$ cat src/rtl/iic_pkg.sv
// Shared types and constants for the I2C register-write sequencer and its timers.
package iic_pkg;

  typedef enum logic [2:0] {
    IDLE   = 3'd0,
    SEND   = 3'd1,
    WAIT   = 3'd2,
    GAP    = 3'd3,
    FINISH = 3'd4,
    FAIL   = 3'd5
  } state_t;

  localparam logic [1:0] ERR_NONE    = 2'b00;
  localparam logic [1:0] ERR_NACK    = 2'b01;
  localparam logic [1:0] ERR_TIMEOUT = 2'b10;

  localparam logic [1:0] BYTE_DEV = 2'd0;
  localparam logic [1:0] BYTE_REG = 2'd1;
  localparam logic [1:0] BYTE_DAT = 2'd2;

  localparam logic WR_BIT = 1'b0;

  // Counter width able to hold 0..n; never narrower than one bit.
  function automatic int counter_width(input int n);
    return (n < 1) ? 1 : $clog2(n + 1);
  endfunction

endpackage

$ cat src/rtl/iic_cycle_timer.sv
// Saturating cycle counter: clear wins over count, term flags the last cycle of a TERM_CYC window.
module iic_cycle_timer
  import iic_pkg::*;
#(
  parameter int TERM_CYC = 10
) (
  input  logic clk,
  input  logic rst,
  input  logic clear,
  input  logic en,
  output logic term
);

  localparam int W = counter_width(TERM_CYC);
  localparam logic [W-1:0] LAST = W'(TERM_CYC - 1);

  logic [W-1:0] count;

  // Count while enabled, holding at LAST instead of wrapping.
  always_ff @(posedge clk or posedge rst) begin
    if (rst) begin
      count <= '0;
    end else if (clear) begin
      count <= '0;
    end else if (en && (count != LAST)) begin
      count <= count + W'(1);
    end
  end

  assign term = (count == LAST);

endmodule

$ cat src/rtl/iic_reg_write_ctrl.sv
// Sequences one I2C register write (device, register, data byte) on a byte-level write engine,
// retrying the whole transaction on NACK and aborting on engine timeout.
module iic_reg_write_ctrl
  import iic_pkg::*;
#(
  parameter int TIMEOUT_CYC = 2000,
  parameter int MAX_RETRY   = 3,
  parameter int GAP_CYC     = 10
) (
  input  logic       clk,
  input  logic       rst,
  input  logic       req,
  input  logic [6:0] dev_addr,
  input  logic [7:0] reg_addr,
  input  logic [7:0] wr_data,
  output logic       busy,
  output logic       done,
  output logic       err,
  output logic [1:0] err_code,
  output logic       byte_start,
  output logic [7:0] byte_data,
  output logic       byte_first,
  output logic       byte_last,
  input  logic       byte_done,
  input  logic       byte_nack
);

  localparam int RW = counter_width(MAX_RETRY);
  localparam logic [RW-1:0] RETRY_LIMIT = RW'(MAX_RETRY);

  state_t        state, state_nxt;
  logic [1:0]    idx, idx_nxt;
  logic [RW-1:0] retry, retry_nxt;
  logic [6:0]    dev_l;
  logic [7:0]    reg_l, dat_l;
  logic          accept, load_byte;
  logic          busy_nxt, done_nxt, err_nxt, start_nxt;
  logic [1:0]    err_code_nxt;
  logic [7:0]    mux_data;
  logic          to_clear, to_en, to_term;
  logic          gap_clear, gap_en, gap_term;

  // The timeout window opens on the byte_start cycle itself, so SEND counts too.
  assign to_en  = (state == SEND) || (state == WAIT);
  assign gap_en = (state == GAP);

  iic_cycle_timer #(.TERM_CYC(TIMEOUT_CYC)) u_timeout (
    .clk(clk), .rst(rst), .clear(to_clear), .en(to_en), .term(to_term)
  );

  iic_cycle_timer #(.TERM_CYC(GAP_CYC)) u_gap (
    .clk(clk), .rst(rst), .clear(gap_clear), .en(gap_en), .term(gap_term)
  );

  // Next-state and next-output logic of the transaction sequencer.
  always_comb begin
    state_nxt    = state;
    idx_nxt      = idx;
    retry_nxt    = retry;
    busy_nxt     = busy;
    done_nxt     = 1'b0;
    err_nxt      = 1'b0;
    err_code_nxt = err_code;
    start_nxt    = 1'b0;
    accept       = 1'b0;
    load_byte    = 1'b0;
    to_clear     = 1'b0;
    gap_clear    = 1'b0;

    case (state)
      IDLE, FINISH, FAIL: begin
        if (req) begin
          accept       = 1'b1;
          load_byte    = 1'b1;
          to_clear     = 1'b1;
          start_nxt    = 1'b1;
          busy_nxt     = 1'b1;
          idx_nxt      = BYTE_DEV;
          retry_nxt    = '0;
          err_code_nxt = ERR_NONE;
          state_nxt    = SEND;
        end else begin
          busy_nxt  = 1'b0;
          state_nxt = IDLE;
        end
      end
      SEND: begin
        state_nxt = WAIT;
      end
      WAIT: begin
        if (byte_done) begin
          if (!byte_nack) begin
            if (idx == BYTE_DAT) begin
              done_nxt  = 1'b1;
              busy_nxt  = 1'b0;
              state_nxt = FINISH;
            end else begin
              idx_nxt   = idx + 2'd1;
              load_byte = 1'b1;
              to_clear  = 1'b1;
              start_nxt = 1'b1;
              state_nxt = SEND;
            end
          end else if (retry < RETRY_LIMIT) begin
            retry_nxt = retry + RW'(1);
            gap_clear = 1'b1;
            state_nxt = GAP;
          end else begin
            err_nxt      = 1'b1;
            err_code_nxt = ERR_NACK;
            busy_nxt     = 1'b0;
            state_nxt    = FAIL;
          end
        end else if (to_term) begin
          err_nxt      = 1'b1;
          err_code_nxt = ERR_TIMEOUT;
          busy_nxt     = 1'b0;
          state_nxt    = FAIL;
        end else begin
          state_nxt = WAIT;
        end
      end
      GAP: begin
        if (gap_term) begin
          idx_nxt   = BYTE_DEV;
          load_byte = 1'b1;
          to_clear  = 1'b1;
          start_nxt = 1'b1;
          state_nxt = SEND;
        end else begin
          state_nxt = GAP;
        end
      end
      default: begin
        busy_nxt  = 1'b0;
        state_nxt = IDLE;
      end
    endcase
  end

  // Byte mux; on accept the address comes straight from the port since the latch is not loaded yet.
  always_comb begin
    case (idx_nxt)
      BYTE_DEV: mux_data = {(accept ? dev_addr : dev_l), WR_BIT};
      BYTE_REG: mux_data = reg_l;
      BYTE_DAT: mux_data = dat_l;
      default:  mux_data = 8'h00;
    endcase
  end

  // State, latched fields and registered outputs.
  always_ff @(posedge clk or posedge rst) begin
    if (rst) begin
      state      <= IDLE;
      idx        <= BYTE_DEV;
      retry      <= '0;
      dev_l      <= 7'h00;
      reg_l      <= 8'h00;
      dat_l      <= 8'h00;
      busy       <= 1'b0;
      done       <= 1'b0;
      err        <= 1'b0;
      err_code   <= ERR_NONE;
      byte_start <= 1'b0;
      byte_data  <= 8'h00;
      byte_first <= 1'b0;
      byte_last  <= 1'b0;
    end else begin
      state      <= state_nxt;
      idx        <= idx_nxt;
      retry      <= retry_nxt;
      busy       <= busy_nxt;
      done       <= done_nxt;
      err        <= err_nxt;
      err_code   <= err_code_nxt;
      byte_start <= start_nxt;
      if (accept) begin
        dev_l <= dev_addr;
        reg_l <= reg_addr;
        dat_l <= wr_data;
      end
      if (load_byte) begin
        byte_data  <= mux_data;
        byte_first <= (idx_nxt == BYTE_DEV);
        byte_last  <= (idx_nxt == BYTE_DAT);
      end
    end
  end

endmodule

$ cat config.mk
export PLATFORM = sky130hd
export DESIGN_NAME = iic_reg_write_ctrl
export DESIGN_NICKNAME = d
export VERILOG_FILES = /design/src/rtl/iic_pkg.sv /design/src/rtl/iic_cycle_timer.sv /design/src/rtl/iic_reg_write_ctrl.sv
export SDC_FILE = /design/constraint.sdc
export NUM_CORES = 1
export LEC_CHECK = 0
export CAP_MARGIN = 20
export CORE_MARGIN = 5
export CORE_UTILIZATION = 42
export CTS_CLUSTER_SIZE = 24
export DETAILED_ROUTE_END_ITERATION = 10
export PLACE_DENSITY_LB_ADDON = 0.15
export SYNTH_ARGS = -nofsm -noshare
export SYNTH_HDL_FRONTEND = slang
export SYNTH_SLANG_ARGS = --single-unit
$ cat constraint.sdc
create_clock -name clk -period 3.1 [get_ports clk]
set_clock_uncertainty 0.1 [all_clocks]
set_input_delay 0.775 -clock clk [delete_from_list [all_inputs] [get_ports clk]]
set_output_delay 0.775 -clock clk [all_outputs]
set_load 0.02 [all_outputs]
==> out/results.txt, run 1 <==
The tools report the detailed router's first-iteration violation count as 136. The flow ran to the end, and the final reports show no timing, DRC or antenna violations. In the layout the commonest cells are dfrtp_1, nand2_1, clkdlybuf4s50_1. From synthesis to final layout, the design area changed by 25.5%. The run gives 61 as the count of clock tree sinks.

Before antenna repair, the detailed router went through 4 iterations. The tools report the cell area after synthesis as 0.00291 mm². Number of DRC violations after detailed routing: 0. Across the VDD grid, the largest voltage drop is 435 µV. The share of synthesized area occupied by flip-flops and latches came out at 0.524. The floorplan has 30 rows.

The insertion delay to the later sink of the worst-skew pair came out at 0.33 ns. Setup repair after global routing left no endpoint under its margin. Using the TritonRoute via totals, the vias-per-cell ratio works out to 5.12. The number of failing hold endpoints at the final stage was 0; the setup fix buffers added after clock tree synthesis was 0. Static timing analysis puts the maximum clock frequency at 0.390 GHz. The die width came out at 93.3 µm.

The logs give 369 for the count of nets after finishing and 0 for the post-route antenna net violation count. Input and output buffers added on the ports amount to 43. Clock tree synthesis inserted a total of 9 buffers. The number of synthesized flops with an enable pin is 0, and the largest net degree at the start of global routing is 62. The clock root buffer was clkbuf_8. Before CTS, the worst setup slack after placement is 0.179 ns. Along the worst path, the maximum fanout reaches 7. For the final worst setup slack, the log shows 0.535 ns. The first global-routing pass estimated 10500 µm of wire. From bottom edge to top edge, the die measures 93.3 µm. Normalized max-slew margin: 0.775.

The final standard cell utilization of the core was 0.541. The logs give 0 for the number of synthesis warnings and 4320 µm for the half-perimeter wire length after placement. The initial antenna violation count is 0, and the final max-slew violation count is 0.

The total area inside the core boundary comes to 0.00676 mm². The max-capacitance violation count is 0, and the average cell area after synthesis is 10.3 µm². The logs give 1.69 nW for the leakage component of the power and 3 for the CTS H-tree depth. Fraction of layout instances using a drive strength above 1: 0.133. The post-route clock period utilization came out at 0.828. Worst-margin pin slew: 0.334 ns.

The kind of critical path is primary input to flip-flop. The share of flip-flops with an asynchronous set or reset after synthesis came out at 1.00. Number of buffers on the longest clock path: 2. TritonCTS built the clock tree.

The total track usage came out at 0.156. The number of hold buffers added after CTS was 0. Counting I/O delays and the setup requirement, the final critical path takes 2.57 ns.

Total of cells resized after clock tree synthesis: 0. The run gives 6020 µm as the total wirelength of the detailed-routed design. The congestion estimate from routability-driven global placement came to 0.836.

The tools report the required time of the critical path as 3.24 ns. The kind of launch point of the worst setup path is a primary input. For the post-synthesis net count, the log shows 318. After routing, the total negative slack on setup checks comes to 0 ns.

The die covers 0.00870 mm². STA classifies the critical path endpoint as a flip-flop. The top-level I/O count was 44; the arrival time at the worst endpoint was 2.71 ns. 0 antenna diodes ended up in the layout.

Path class of the lowest-slack min-delay path: flip-flop to flip-flop. The routed wirelength normalized by instance count is 14.4 µm. The most frequent standard cell in the layout excluding fill and tap cells is dfrtp_1.

The via count of the first global-routing pass came out at 2109. Summing over every cut layer, the via total after detailed routing is 2146. Setup violations remaining at the end of the flow were counted as 0. The run gives 0 as the global-route congestion overflow total. The post-synthesis register bit count is 61, and the distinct cell type count of the synthesized netlist is 52.

The effective utilization at floorplan is 0.431, and the areal power density over the cells is 910 mW/mm². CTS clock-pin slew for the worst setup and hold paths: 0.06 ns. The most used flip-flop cell after synthesis is dfrtp_1. The run gives 284 as the count of mapped cells out of synthesis.
-- synthesized netlist by cell type, types with 2 or more instances --
cell type | count | share of area
nand4b_1 | 2 | 0.0060
inv_1 | 16 | 0.021
o21ai_0 | 15 | 0.026
nand4_1 | 5 | 0.011
a31oi_1 | 2 | 0.0043
buf_2 | 3 | 0.0052
o221ai_1 | 7 | 0.021
buf_4 | 2 | 0.0052
a21oi_1 | 4 | 0.0069
and4_1 | 2 | 0.0060
nand3_1 | 10 | 0.017
o211ai_1 | 2 | 0.0052
and3_1 | 3 | 0.0064
and2_1 | 2 | 0.0043
and2b_1 | 2 | 0.0052
dfrtp_1 | 61 | 0.52
xor2_1 | 8 | 0.024
nor3b_2 | 2 | 0.0086
o31ai_1 | 2 | 0.0052
a22o_1 | 2 | 0.0060
ha_1 | 6 | 0.026
xnor2_1 | 4 | 0.012
mux2_2 | 8 | 0.031
nand2b_1 | 3 | 0.0064
nor2_1 | 19 | 0.024
nand2_1 | 56 | 0.072
clkbuf_1 | 5 | 0.0064
mux2i_1 | 7 | 0.024
-- report_power, final --
part	switching (mW)	total, mW	internal [mW]
Clock	0.298	0.648	0.349
Sequential	0.194	1.30	1.10
Combinational	0.747	1.38	0.636
Total	1.24	3.33	2.09
-- flip-flops by register name (all words and copies together) (netlist names) --
| name | count |
|---|---|
| u_timeout.count | 11 |
| byte_data | 8 |
| dat_l | 8 |
| reg_l | 8 |
| dev_l | 7 |
| u_gap.count | 4 |
| state | 3 |
| err_code | 2 |
| idx | 2 |
| retry | 2 |
| busy | 1 |
| byte_first | 1 |
| byte_last | 1 |
| byte_start | 1 |
| done | 1 |
| err | 1 |
-- stage by stage --
| step | hold slack, ns | area, µm² | total power, mW | cells |
|---|---|---|---|---|
| 2_1_floorplan | 0.336 | 2910 | 2.26 | 284 |
| 3_3_place_gp | 0.357 | 3470 | 2.68 | 404 |
| 3_5_place_dp | 0.355 | 3470 | 2.70 | 404 |
| 4_1_cts | 0.377 | 3650 | 3.38 | 419 |
| 5_1_grt | 0.407 | 3650 | 3.61 | 419 |
| 6_report | 0.370 | 3650 | 3.33 | 419 |
-- worst paths after layout --
check / depth (start not counted) / startpoint / end / slack [ns]
worst min register to register: 2 / dat_l[0]$_DFFE_PP0N_ / dat_l[0]$_DFFE_PP0N_ / 0.37
min in group asynchronous: 3 / rst / u_timeout.count[3]$_DFFE_PP0P_ / 0.72
worst max-delay path: 7 / byte_nack / byte_data[6]$_DFFE_PP0N_ / 0.53
worst min-delay path: 2 / dat_l[0]$_DFFE_PP0N_ / dat_l[0]$_DFFE_PP0N_ / 0.37
max in group asynchronous: 3 / rst / state[0]$_DFF_PP0_ / 1.91
worst max register to register: 8 / idx[0]$_DFF_PP0_ / byte_data[6]$_DFFE_PP0N_ / 0.85
-- final cells by class --
| type | instances | area (µm²) |
|---|---|---|
| Fill cell | 623 | 3100 |
| Sequential cell | 61 | 1530 |
| Multi-Input combinational cell | 196 | 1270 |
| Timing Repair Buffer | 51 | 515 |
| Clock buffer | 12 | 165 |
| Tap cell | 80 | 100 |
| Inverter | 16 | 60.1 |
| Clock inverter | 3 | 20.0 |
-- cells by family (layout without fill, tap and decap cells) --
group                    count (synthesis)  count (layout)  share of synthesized area
AO/OA/AOI/OAI                           43              43                      0.110
XOR/XNOR                                12              12                     0.0361
adder cells (fa/ha/maj)                  6               6                     0.0258
buffers and inverters                   27              82                     0.0413
flip-flops                              61              61                      0.524
multiplexers                            15              15                     0.0550
AND/OR/NAND/NOR                        120             120                      0.207
-- routing by layer --
metal / vias to the layer above / share of wire / GRT usage
li1: 1078 / - / -
met5: - / 0 / 0
met3: 10 / 0.041 / 0.0426
met2: 35 / 0.43 / 0.214
met1: 1023 / 0.51 / 0.223
met4: 0 / 0.025 / 0.0806
-- critical path, cell delays in order --
cell and delay, ns:
clkdlybuf4s50_1 0.50, or4b_1 0.51, a21oi_1 0.26, nor2_1 0.10
inv_1 0.17, nand2b_1 0.20, o221ai_1 0.20
Power figures use the tool's default switching activity.
==> run 2: changes to the inputs <==
==> constraint.sdc (replaced) <==
create_clock -name clk -period 2.45 [get_ports clk]
set_clock_uncertainty 0.1 [all_clocks]
set_input_delay 0.6125 -clock clk [delete_from_list [all_inputs] [get_ports clk]]
set_output_delay 0.6125 -clock clk [all_outputs]
set_load 0.02 [all_outputs]
==> run 2 against run 1 <==
Against the previous run: global-route usage up 0.23 points; die area unchanged; utilization up 1.6 points; worst setup slack worse by 0.34 ns; power up 31%; final area up 3.0%; critical path type unchanged; largest cell class unchanged.
==> out/results.txt, run 2 (synthesis gave the netlist of run 1 again) <==
The run finished with clean final reports. Dividing the detail-routed via count by the number of cells gives 5.05. The proportion of total power due to net switching works out to 0.372.

The total track usage was 0.159; the area of the core was 0.00676 mm². Summed over all layers, the global routing overflow is 0. Clock tree synthesis selected as its root buffer the cell clkbuf_8. The required time of the critical path is 2.60 ns. u_timeout.count holds more flip-flops than any other register. Leaving out fill and tap cells, the most frequent cell in the layout is dfrtp_1.

The tools report the arrival time at the worst endpoint as 2.40 ns. The floorplan has 30 rows. The worst-margin pin slew was 0.346 ns.

Fraction of layout instances using a drive strength above 1: 0.172. The first global-routing pass estimated 10800 µm of wire. The die covers 0.00870 mm².

Across all register-to-register paths, the minimum setup slack is 0.27 ns. Clock-pin slew was measured on the worst setup and hold paths at 0.07 ns. The run gives 0 as the initial antenna violation count. The post-route clock period utilization was 0.920; the total iterations of the first detailed-routing run was 4. The logs give 0 for the number of failing hold endpoints at the final stage and 478 µV for the highest ir drop seen on vdd. The analysis attributes to net switching a power of 1.62 mW.

TritonCTS built the clock tree. In the layout the commonest cells are dfrtp_1, nand2_1, clkdlybuf4s50_1. The count of clock tree sinks was 61; the routability-driven placement congestion ratio was 0.797. The logic gate share of total power is 0.439, and the final cell count without fillers is 435.

The normalized max-slew margin came out at 0.769. The logs give 0 for the final max-slew violation count and 0 for the number of buffers inserted for hold repair after clock tree synthesis. Setup violations remaining at the end of the flow were counted as 0.

The clock passes through at most 2 buffers. For the internal power consumption, the log shows 2.74 mW. The maximum fanout along the worst path works out to 6. Highest-delay cell along the critical path: clkdlybuf4s50_1.

The wire-length estimate of the detail-placed layout is 4690 µm. The worst hold path belongs to the class flip-flop to flip-flop. The tools report the post-route antenna net violation count as 0. The logs give 0 for the final antenna diode count and 384 for the count of nets after finishing.

The number of flip-flops in the largest register works out to 11. The family of cells with the greatest summed delay on the critical path is simple AND/OR/NAND/NOR gates. The area growth from synthesis to layout is 29.3%.

The count of buffers added on input and output ports is 43. The die width was 93.3 µm; the top-level I/O count was 44. Subtracting the final worst setup slack from the clock period gives 2.25 ns. The effective utilization at floorplan came out at 0.431. The detailed router finished its first iteration with 85 violations. Dividing total power by cell area gives a power density of 1160 mW/mm². The filler cell count is 597. The total via count after detailed routing was 2195; the routed wirelength normalized by instance count was 14.6 µm. The part of the power in registers came out at 0.377. The run gives 0.00376 mm² as the final instance area.

Max-capacitance violation count: 0. The number of clock buffers inserted by TritonCTS came out at 9. Kind of critical path: primary input to flip-flop. Setup repair after global routing left no endpoint under its margin. The run gives 0.00358 mm² as the standard cell area after detailed placement. In this run the number of H-tree levels came out at 3. The peak per-stage delay on the critical path was 0.49 ns. Including well taps, the total number of placed cells is 419. Static timing analysis puts the maximum clock frequency at 0.444 GHz.

The routed design has 6340 µm of wire. For the clock network power share, the log shows 0.184. The vertical die dimension was 93.3 µm. The kind of launch point of the worst setup path is a primary input. The number of buffers and inverters on the critical path is 2. The tools report the final standard cell utilization of the core as 0.557. The critical path goes through clkdlybuf4s50_1 > or4b_1 > a21oi_1 > nor2_1 > inv_2 > nand3_2 > o221ai_1. Entering global routing, the biggest net connects 47 pins. Via count of the first global-routing pass: 2173.

Clock latency on the worst-skew pair, taken at its later pin, is 0.33 ns. Summed over all cells, the static leakage comes to 1.76 nW. In the routed design, unresolved DRC markers number 0. Kind of end point of the critical path: a flip-flop.
[run 2: power by group through the flow]
stage               clock network, mW  logic, mW  registers (mW)
floorplan                           0       1.18            1.68
global placement                    0       1.89            1.65
detailed placement                  0       1.93            1.66
CTS                             0.831       1.93            1.65
global route                    0.871       2.13            1.70
finish                          0.803       1.91            1.65
[run 2: final cells by class]
class	count	area, µm²	area share
Tap cell	80	100	0.0266
Timing Repair Buffer	66	628	0.167
Sequential cell	61	1530	0.406
Clock inverter	3	20.0	0.00532
Clock buffer	13	159	0.0422
Inverter	16	60.1	0.0160
Multi-Input combinational cell	196	1270	0.337
[run 2: through the flow]
step,power (mW),setup TNS [ns],hold WS (ns),setup slack (ns)
after floorplan,2.86,0,0.336,0.224
after global placement,3.54,-2.30,0.358,-0.171
after detailed placement,3.59,-3.39,0.362,-0.256
after CTS,4.41,0,0.380,0.107
after global routing,4.70,0,0.392,0.0834
final,4.36,0,0.377,0.196
[run 2: worst min-delay path: cells and delay by family (launching register included)]
| family | cells | cell delay, ns |
|---|---|---|
| and+or+nand+nor | 2 | 0.10 |
| DFF | 1 | 0.34 |
[run 2: worst paths after layout]
check,end,startpoint,depth (start not counted)
hold reg to reg,dat_l[4]$_DFFE_PP0N_,dat_l[4]$_DFFE_PP0N_,2
setup reg to reg,byte_data[1]$_DFFE_PP0N_,idx[0]$_DFF_PP0_,8
max in group asynchronous,retry[1]$_DFFE_PP0P_,rst,3
hold / removal,dat_l[4]$_DFFE_PP0N_,dat_l[4]$_DFFE_PP0N_,2
setup / recovery,byte_data[1]$_DFFE_PP0N_,byte_done,7
min in group asynchronous,u_timeout.count[0]$_DFFE_PP0P_,rst,3
[run 2: what timing repair did]
item	CTS	global route
hold endpoints to repair	0	0
setup buffers	0	0
setup endpoints to repair	0	4
gates resized for setup	0	2
[run 2: per-layer routing]
metal  track usage  routed length, µm  part of all wire
met1         0.232               3200              0.50
met2         0.223               2820              0.44
met3        0.0547                278             0.044
met4        0.0403                 41            0.0065
met5             0                  0                 0
==> run 3: changes to the inputs <==
--- a/config.mk
+++ b/config.mk
@@ -8,9 +8,10 @@
 export CAP_MARGIN = 20
 export CORE_MARGIN = 5
 export CORE_UTILIZATION = 42
+export CTS_CLUSTER_DIAMETER = 150
 export CTS_CLUSTER_SIZE = 24
 export DETAILED_ROUTE_END_ITERATION = 10
-export PLACE_DENSITY_LB_ADDON = 0.15
+export PLACE_DENSITY = 0.69
 export SYNTH_ARGS = -nofsm -noshare
 export SYNTH_HDL_FRONTEND = slang
 export SYNTH_SLANG_ARGS = --single-unit
==> constraint.sdc (replaced) <==
create_clock -name clk -period 2.5 [get_ports clk]
set_clock_uncertainty 0.1 [all_clocks]
set_input_delay 0.625 -clock clk [delete_from_list [all_inputs] [get_ports clk]]
set_output_delay 0.625 -clock clk [all_outputs]
set_load 0.02 [all_outputs]
==> run 3 against run 2 <==
Against the previous run: utilization increased by 0.61 points; non-clock buffer count decreased by 2; final cell count decreased by 0.46%; critical endpoint is now byte_data[6]$_DFFE_PP0N_; highest routed layer unchanged.
==> out/results.txt, run 3 (synthesis gave the netlist of run 1 again) <==
Once placement completed, the tool counted placed cells totaling 417. The total of cells resized after clock tree synthesis came out at 0. Counting along the longest clock path gives a buffer depth of 2. The count of buffers from port buffering was 43; the CTS H-tree depth was 3.

The tools report the total track usage as 0.155. Clock-pin slew was measured on the worst setup and hold paths at 0.07 ns. The highest ir drop seen on vdd is 531 µV. Max-cap violations in this run came to 0.

The number of buffers and inverters on the critical path is 2. The tools report the total iterations of the first detailed-routing run as 4. For the initial antenna violation count, the log shows 0. The first global-routing pass estimated 10500 µm of wire. The internal power consumption came out at 2.88 mW.

For the pin with the worst max-slew slack, the measured transition is 0.364 ns. For the worst-skew pair, the clock arrives at the later sink with an insertion delay of 0.33 ns. From synthesis to final layout, the design area changed by 30.7%. Clock network power share: 0.220.

The repair_antennas step left the layout with diodes totalling 0. The tools report the final max-slew violation count as 0. The logs give 2222 for the total via count after detailed routing and 0.426 GHz for the upper clock frequency limit.

The die covers 0.00870 mm². Setup repair after global routing left no endpoint under its margin. Effective utilization at floorplan: 0.431. Highest-delay cell along the critical path: clkdlybuf4s50_1. Register with the most flip-flops: u_timeout.count. Along the worst hold path, the cell count comes to 2. TritonCTS built the clock tree. Counting cells, the worst reg-to-reg path comes to 8. The fraction of layout instances using a drive strength above 1 works out to 0.164.

For the worst setup path, the data arrival time is 2.44 ns. The vertical die dimension was 93.3 µm; the final instance area was 0.00380 mm². Post-CTS timing repair inserted 0 buffers for setup. Setup slack on the worst reg-to-reg path comes out at 0.30 ns. The logic gate share of total power was 0.418.

The post-layout minimum cycle time was 2.34 ns; the final standard cell utilization of the core was 0.563. The min-delay analysis places its worst path in the category flip-flop to flip-flop. The total overflow left after global routing is 0. Hold timing on the final database bottoms out at a slack of 0.375 ns.

The tools report the critical register-to-register path endpoint as byte_data[1]$_DFFE_PP0N_. Once detail routing completed, the nets flagged for antenna violations numbered 0. Excluding fillers, the count of instances in the completed layout stands at 433. Data on the critical path is required at its endpoint by 2.60 ns. Walking the worst path, the cells encountered are clkdlybuf4s50_1 > buf_4 > and2b_1 > a2bb2oi_2 > o211a_4 > mux2i_1 > o221ai_1. The die width works out to 93.3 µm.

The top-level I/O count is 44. Maximum fanout along the worst path: 13. Kind of critical path: primary input to flip-flop. The startpoint identified for the worst register-to-register timing path is idx[0]$_DFF_PP0_. Setup total negative slack on the finished layout was measured at 0 ns. The launch point of the worst hold path was dat_l[3]$_DFFE_PP0N_. On the worst path, the slowest cell contributes a delay of 0.47 ns.

For this design the ratio of total power to cell area is 1170 mW/mm². The number of failing hold endpoints at the final stage came out at 0. The normalized max-slew margin is 0.755. In the layout the commonest cells are dfrtp_1, nand2_1, clkdlybuf4s50_1. The worst setup path is launched from a primary input. The net switching power of the design is 1.58 mW. The area of the core was 0.00676 mm². The standard cell area after detailed placement is 0.00358 mm², and the detailed router's first-iteration violation count is 87. In the routed layout, each cell is associated on average with a via count of 5.13. The count of clock tree sinks is 61. The proportion of total power due to net switching came out at 0.355. The flow ran to the end, and the final reports show no timing, DRC or antenna violations. For this run, design rule violations remaining after detail routing come to 0.

The register with the most flip-flops in the layout has 11 of them. The most frequent standard cell in the layout excluding fill and tap cells was dfrtp_1. The largest net degree at the start of global routing was 62. Summed over all cells, the static leakage comes to 1.79 nW.

After detailed routing, the total wire length is 6150 µm. The part of the power in registers was 0.362; the routability-driven placement congestion ratio was 0.796. The family of cells with the greatest summed delay on the critical path was compound AO/OA/AOI/OAI gates. The clock root buffer was clkbuf_8.

For hold timing, the worst endpoint is dat_l[3]$_DFFE_PP0N_. The row count was 30. The count of nets after finishing is 382. The run gives 2219 as the via count of the first global-routing pass.

STA classifies the critical path endpoint as a flip-flop. After legalization and detailed placement, the total HPWL measured 4520 µm. The post-route clock period utilization came out at 0.938. The number of clock buffers inserted by TritonCTS was 9. Setup violations remaining at the end of the flow were counted as 0. In the final routed layout, each cell accounts on average for 14.2 µm. In this run, post-CTS hold repair placed 0 buffers.
## run 3: cell types whose count changed in the layout (fill, tap and decap cells not counted), sizes merged
| cell | delta |
|---|---|
| clkbuf | -1 |
| clkinvlp | -2 |
| buf | -2 |
| clkinv | +1 |
| bufinv | +2 |
## run 3: final cells by class
cell class | count | area [µm²]
Inverter | 16 | 60.1
Multi-Input combinational cell | 196 | 1270
Clock buffer | 12 | 155
Tap cell | 80 | 100
Fill cell | 603 | 2950
Sequential cell | 61 | 1530
Timing Repair Buffer | 64 | 626
Clock inverter | 4 | 70.1
## run 3: power groups by stage
stage	registers [mW]	clock network, mW	logic [mW]
2_1_floorplan	1.65	0	1.15
3_3_place_gp	1.62	0	1.82
3_5_place_dp	1.63	0	1.87
4_1_cts	1.61	1.01	1.89
5_1_grt	1.66	1.05	2.06
6_report	1.61	0.981	1.87
## run 3: through the flow
step | setup slack [ns] | power (mW)
final | 0.155 | 4.46
after floorplan | 0.262 | 2.80
after CTS | 0.154 | 4.51
after detailed placement | -0.209 | 3.50
after global routing | 0.0508 | 4.77
after global placement | -0.183 | 3.44
## run 3: worst min-delay path, cell delays in order (launching register included)
cell	delay [ns]
dfrtp_1	0.34
nand2_1	0.05
nand2_1	0.06
## run 3: how the worst max path moves through the flow
stage	from	to	slack (ns)	cells after the start
floorplan	rst	busy$_DFFE_PP0P_	0.26	1
global placement	byte_done	byte_data[6]$_DFFE_PP0N_	-0.18	7
detailed placement	byte_done	byte_data[6]$_DFFE_PP0N_	-0.21	7
CTS	byte_done	byte_data[6]$_DFFE_PP0N_	0.15	7
global route	byte_done	byte_data[6]$_DFFE_PP0N_	0.05	7
finish	byte_done	byte_data[6]$_DFFE_PP0N_	0.16	7
## run 3: metal layers
| layer | GRT usage | up-vias | part of all wire |
|---|---|---|---|
| met3 | 0.0322 | 9 | 0.037 |
| li1 | - | 1107 | - |
| met4 | 0.0769 | 0 | 0.021 |
| met1 | 0.207 | 1074 | 0.47 |
| met2 | 0.238 | 32 | 0.47 |
| met5 | 0 | - | 0 |
